==> src/rtl/serial_sum_deserializer_if.sv <==
// Handshake bundle between the serial adder side, the deserializer and the
// word consumer. The master side drives the strobes and the ready; the slave
// side (the deserializer) returns the assembled word and status.
interface serial_sum_deserializer_if #(
  parameter int WIDTH = 8
);
  localparam int CW = $clog2(WIDTH + 1);

  logic             clr;
  logic             bit_en;
  logic             s_in;
  logic             cout_in;
  logic [WIDTH-1:0] sum;
  logic             carry;
  logic             sum_valid;
  logic             sum_ready;
  logic             overrun;
  logic [CW-1:0]    bit_cnt;

  modport master (
    output clr, bit_en, s_in, cout_in, sum_ready,
    input  sum, carry, sum_valid, overrun, bit_cnt
  );

  modport slave (
    input  clr, bit_en, s_in, cout_in, sum_ready,
    output sum, carry, sum_valid, overrun, bit_cnt
  );
endinterface

==> src/rtl/serial_sum_deserializer.sv <==
// Collects the LSB-first serial sum stream plus the final carry into a
// parallel word and offers it on a valid/ready handshake. A strobe that
// arrives while a finished word is still waiting is dropped and latches a
// sticky overrun flag.
module serial_sum_deserializer #(
  parameter int WIDTH = 8
) (
  input  logic                    CLK,
  input  logic                    NRST,
  serial_sum_deserializer_if.slave bus
);
  localparam int CW = $clog2(WIDTH + 1);
  localparam logic [CW-1:0] LAST_IDX = CW'(WIDTH - 1);
  localparam logic [CW-1:0] ONE      = CW'(1);

  typedef enum logic [1:0] {
    IDLE  = 2'd0,
    SHIFT = 2'd1,
    FULL  = 2'd2
  } state_t;

  state_t           r_state;
  logic [WIDTH-1:0] r_sum;
  logic             r_carry;
  logic             r_sum_valid;
  logic             r_overrun;
  logic [CW-1:0]    r_bit_cnt;

  // Next word contents after accepting the current strobe bit
  logic [WIDTH-1:0] w_shifted;
  assign w_shifted = {bus.s_in, r_sum[WIDTH-1:1]};

  // Deserializer FSM: all outputs are registered alongside the state, so
  // sum_valid has no combinational path from the inputs
  always_ff @(posedge CLK or negedge NRST) begin
    if (!NRST) begin
      r_state     <= IDLE;
      r_sum       <= '0;
      r_carry     <= 1'b0;
      r_sum_valid <= 1'b0;
      r_overrun   <= 1'b0;
      r_bit_cnt   <= '0;
    end else if (bus.clr) begin
      r_state     <= IDLE;
      r_sum       <= '0;
      r_carry     <= 1'b0;
      r_sum_valid <= 1'b0;
      r_overrun   <= 1'b0;
      r_bit_cnt   <= '0;
    end else begin
      case (r_state)
        IDLE: begin
          if (bus.bit_en) begin
            r_sum     <= w_shifted;
            r_bit_cnt <= ONE;
            r_state   <= SHIFT;
          end
        end
        SHIFT: begin
          if (bus.bit_en) begin
            r_sum     <= w_shifted;
            r_bit_cnt <= r_bit_cnt + ONE;
            if (r_bit_cnt == LAST_IDX) begin
              r_carry     <= bus.cout_in;
              r_sum_valid <= 1'b1;
              r_state     <= FULL;
            end
          end
        end
        FULL: begin
          if (bus.sum_ready) begin
            r_sum_valid <= 1'b0;
            if (bus.bit_en) begin
              r_sum     <= w_shifted;
              r_bit_cnt <= ONE;
              r_state   <= SHIFT;
            end else begin
              r_bit_cnt <= '0;
              r_state   <= IDLE;
            end
          end else if (bus.bit_en) begin
            r_overrun <= 1'b1;
          end
        end
        default: begin
          r_state     <= IDLE;
          r_sum_valid <= 1'b0;
          r_bit_cnt   <= '0;
        end
      endcase
    end
  end

  assign bus.sum       = r_sum;
  assign bus.carry     = r_carry;
  assign bus.sum_valid = r_sum_valid;
  assign bus.overrun   = r_overrun;
  assign bus.bit_cnt   = r_bit_cnt;
endmodule

==> src/flat_wrapper.sv <==
// flat-port wrapper written by rule: the top's interface ports become plain ports
module serial_sum_deserializer_flat 
#(
  parameter int WIDTH = 8
)
  (CLK, NRST, bus_clr, bus_bit_en, bus_s_in, bus_cout_in, bus_sum_ready, bus_sum, bus_carry, bus_sum_valid, bus_overrun, bus_bit_cnt);
  serial_sum_deserializer_if #(.WIDTH(WIDTH)) bus_i ();
  input  logic CLK;
  input  logic NRST;
  input wire logic [$bits(bus_i.clr)-1:0] bus_clr;
  input wire logic [$bits(bus_i.bit_en)-1:0] bus_bit_en;
  input wire logic [$bits(bus_i.s_in)-1:0] bus_s_in;
  input wire logic [$bits(bus_i.cout_in)-1:0] bus_cout_in;
  input wire logic [$bits(bus_i.sum_ready)-1:0] bus_sum_ready;
  output wire logic [$bits(bus_i.sum)-1:0] bus_sum;
  output wire logic [$bits(bus_i.carry)-1:0] bus_carry;
  output wire logic [$bits(bus_i.sum_valid)-1:0] bus_sum_valid;
  output wire logic [$bits(bus_i.overrun)-1:0] bus_overrun;
  output wire logic [$bits(bus_i.bit_cnt)-1:0] bus_bit_cnt;
  assign bus_i.clr = bus_clr;
  assign bus_i.bit_en = bus_bit_en;
  assign bus_i.s_in = bus_s_in;
  assign bus_i.cout_in = bus_cout_in;
  assign bus_i.sum_ready = bus_sum_ready;
  assign bus_sum = bus_i.sum;
  assign bus_carry = bus_i.carry;
  assign bus_sum_valid = bus_i.sum_valid;
  assign bus_overrun = bus_i.overrun;
  assign bus_bit_cnt = bus_i.bit_cnt;
  serial_sum_deserializer #(.WIDTH(WIDTH)) u_core (.CLK(CLK), .NRST(NRST), .bus(bus_i));
endmodule
==> config.mk <==
export PLATFORM = sky130hd
export DESIGN_NAME = serial_sum_deserializer_flat
export DESIGN_NICKNAME = d
export VERILOG_FILES = /design/src/rtl/serial_sum_deserializer_if.sv /design/src/rtl/serial_sum_deserializer.sv /design/src/flat_wrapper.sv
export SDC_FILE = /design/constraint.sdc
export NUM_CORES = 1
export LEC_CHECK = 0
export ABC_CLOCK_PERIOD_IN_PS = 1700
export BUFFER_PORTS_ARGS = -buffer_cell sky130_fd_sc_hd__buf_2
export CORE_AREA = 2 2 45 47
export DETAILED_ROUTE_END_ITERATION = 8
export DIE_AREA = 0 0 47 49
export PLACE_DENSITY = 0.79
export SLEW_MARGIN = 20
export SYNTH_ARGS = -nofsm -noshare
export SYNTH_HDL_FRONTEND = slang
export SYNTH_SLANG_ARGS = --single-unit
==> constraint.sdc <==
create_clock -name CLK -period 1.7 [get_ports CLK]
set_clock_uncertainty 0.15 [all_clocks]
set_input_delay 0.34 -clock CLK [delete_from_list [all_inputs] [get_ports CLK]]
set_output_delay 0.34 -clock CLK [all_outputs]
set_load 0.05 [all_outputs]
==> results.ini <==
[power]
seq_power_share_pct = 55.0
worst_ir_drop_vdd_mv = 0.4648
power.switching_fraction_pct = 27.10
power.share.clock_pct = 26.1
power.share.combinational_pct = 18.9
pwr_density_cell_nw_per_um2 = 725.0
total_switching_power_mw = 0.2107
internal_power_mw = 0.5667
fin_total_pwr_mw = 0.7774
lkg_pwr_nw = 0.5481

[setup_path]
timing.rr.end = u_core.bus.sum[5]$_DFFE_PN0P_
r2r-start = u_core.r_state[0]$_DFFE_PN0P_
start_kind = flop
critPathCaptureType = flop
required_ps = 1720
crit_slowest_cell = dfrtp_2
critical_path.cell_chain = and3b_2, nor3_4, buf_12, mux2_2
slowest_delay_ps = 420
critical_path.max_fanout = 8
critical_path_arrival_ps = 1620
worst-setup-path-type = flop to flop
timing.reg2reg.worst_path_depth = 4
timing.reg2reg.setup_slack_ps = 100

[synthesis]
synth-edff-count = 0
synth_area_per_cell_um2 = 11.57
synthFlopType = dfrtp_1
post_synth_num_cell_types = 27
ys_seq_area_share_pct = 49.71
mappedNetlistArea_um2 = 855.8
asyncSetResetFlopFracSynth_pct = 100.0
synth.top_cells.by_area = dfrtp_1, mux2_2, nor2b_1, mux2i_1, a22o_1
synth_seq_cells = 17
syn_nets = 82
synth_top_cell_area_share_pct = 49.71
ys_warn_count = 0
synthCells = 74
synth_area_leader_cell = dfrtp_1

[layout]
final_net_count = 111
layout_common_cells = buf_2, dfrtp_1, nor2b_1, mux2_2
most_common_cell_after_layout_fill_and_taps_aside = buf_2
nFillCells = 178
fin_util_pct = 58.22
area.growth.synth_to_final_pct = 25.29
finalInstanceArea_um2 = 1072
diodes = 0
drive_above_1_share_pct = 43.14

[drt]
vias = 633
wirelength_routed_um = 1521
drt_first_iter_violations = 11
drc = 0
routed_wire_length_per_instance_um = 11.79
drt_first_pass_iters = 3
number_of_vias_per_cell = 4.907
drtAntennaViolNets = 0

[floorplan]
std_cell_rows = 16
die_boundary_width_um = 47
die_ar_um2 = 2303
initial_core_util_pct = 46.47
floorplan.core_area_um2 = 1842
dieHeight_um = 49
io_pins = 22

[clocking]
ctsRootBufferMaster = clkbuf_4
clkTransAtPathRegs_ps = 90
tritoncts_clock_tree = built
cts.sinks = 17
clock_latency_ps = 280
largest_buffer_count_on_any_clock_path = 2
number_of_cts_inserted_buffers = 3
clock_tree.htree_level_count = 1

[placement]
buffer_ports.inserted = 21
placedInstanceArea_um2 = 1031
place_worst_setup_slack_ps = 44.55
place_hpwl_um = 1155
gp_congestion = 0.8813

[min_path]
min_to = u_core.bus.carry$_DFFE_PN0P_
hold_path.class = primary input to flop
min_delay_path_depth = 3
min-delay-start = bus_cout_in

[sta]
timing.final.crit_period_ps = 1603
final.period_utilization_pct = 94.29
grt_setup_unrepaired = false
worst_slew_pin_slew_ps = 375.7
setup-tns-final_ps = 0
slew_viol_final = 0
report.final.setup_viol = 0
achievable-frequency_mhz = 623.9
finalHoldViolCount = 0
timing.max_slew.rel_slack_pct = 74.90
setup_slack_ps = 97.12

[global_routing]
largest_net_degree_at_the_start_of_global_routing = 18
grt_pass1_wl_um = 2566
overflow = 0
antenna_violations_before_repair = 0
number_of_global_route_vias_before_repair = 652
global_route.usage.total_pct = 15.63

[run_status]
run_status = complete, no violations

[job]
max-cap-violations = 0

## worst max-delay path: cells and delay by family (launching register included)
| kind | cells | cell delay [ps] |
|---|---|---|
| and+or+nand+nor | 2 | 450 |
| DFF | 1 | 420 |
| muxes | 1 | 330 |
| buffers and inverters | 1 | 150 |
## area by class of cell
type                       count  area [um2]  area share (%)
timing repair buffer          27       165.2           15.40
sequential                    17       426.7           39.79
multi-input combinational     53       416.7           38.86
inverter                       1       3.754          0.3501
tap                           27       33.78           3.151
clock buffer                   4       26.28           2.450
## routing by layer
metal  up-vias  track usage (%)  share of wire, %
met5         -                0                 0
met1       295            18.47                46
met3         3            4.815               5.3
li1        313                -                 -
met4         0            6.481               1.4
met2        22            25.34                47
## what timing repair did
action,in CTS,in global routing
setup endpoints to repair,0,9
resized for setup,0,2
setup buffers,0,0
hold buffers,1,0
hold endpoints to repair,17,0
## cells in the mapped netlist (2+ instances only)
library cell / count
mux2_2: 9
nor2b_1: 12
a22o_1: 2
a21oi_1: 3
mux2i_1: 4
nand2_1: 2
dfrtp_1: 17
buf_2: 2
nand2b_1: 2
nor2_1: 4
## power groups by stage
stage	sequential [mW]	clock, mW	combinational, mW
2_1_floorplan	0.473	0	0.0567
3_3_place_gp	0.434	0	0.144
3_5_place_dp	0.435	0	0.145
4_1_cts	0.427	0.213	0.148
5_1_grt	0.429	0.240	0.160
6_report	0.427	0.203	0.147
## state kept, by name (all words and copies together) (netlist names)
register              flops
u_core.r_state            2
u_core.bus.carry          1
u_core.bus.bit_cnt        4
u_core.bus.sum            8
u_core.bus.sum_valid      1
u_core.bus.overrun        1
## cell families (layout without fill, tap and decap cells)
logic type | Yosys count | in the layout | share of synthesized area, %
compound gates | 9 | 9 | 7.603
xor+xnor | 1 | 1 | 1.024
fa+ha+maj | 1 | 1 | 1.462
buf+inv | 4 | 32 | 2.046
flops | 17 | 17 | 49.71
mux | 13 | 13 | 16.52
simple gates | 29 | 29 | 21.64
## through the flow
stage,std cells,hold slack (ps)
4_1_cts,129,141.8
6_report,129,147.2
2_1_floorplan,74,-105.6
3_3_place_gp,124,129.1
3_5_place_dp,124,124.6
5_1_grt,129,151.1
## worst max path at each step
stage	end	slack (ps)	start
finish	u_core.bus.sum[5]$_DFFE_PN0P_	100	u_core.r_state[0]$_DFFE_PN0P_
CTS	u_core.bus.sum[5]$_DFFE_PN0P_	50	u_core.r_state[0]$_DFFE_PN0P_
detailed placement	u_core.bus.sum[5]$_DFFE_PN0P_	40	bus_bit_en
global placement	u_core.bus.sum[1]$_DFFE_PN0P_	60	bus_sum_ready
floorplan	u_core.r_state[0]$_DFFE_PN0P_	20	u_core.bus.bit_cnt[0]$_DFFE_PN0P_
global route	u_core.bus.sum[3]$_DFFE_PN0P_	30	u_core.r_state[0]$_DFFE_PN0P_
(Power assumes the default switching activity.)
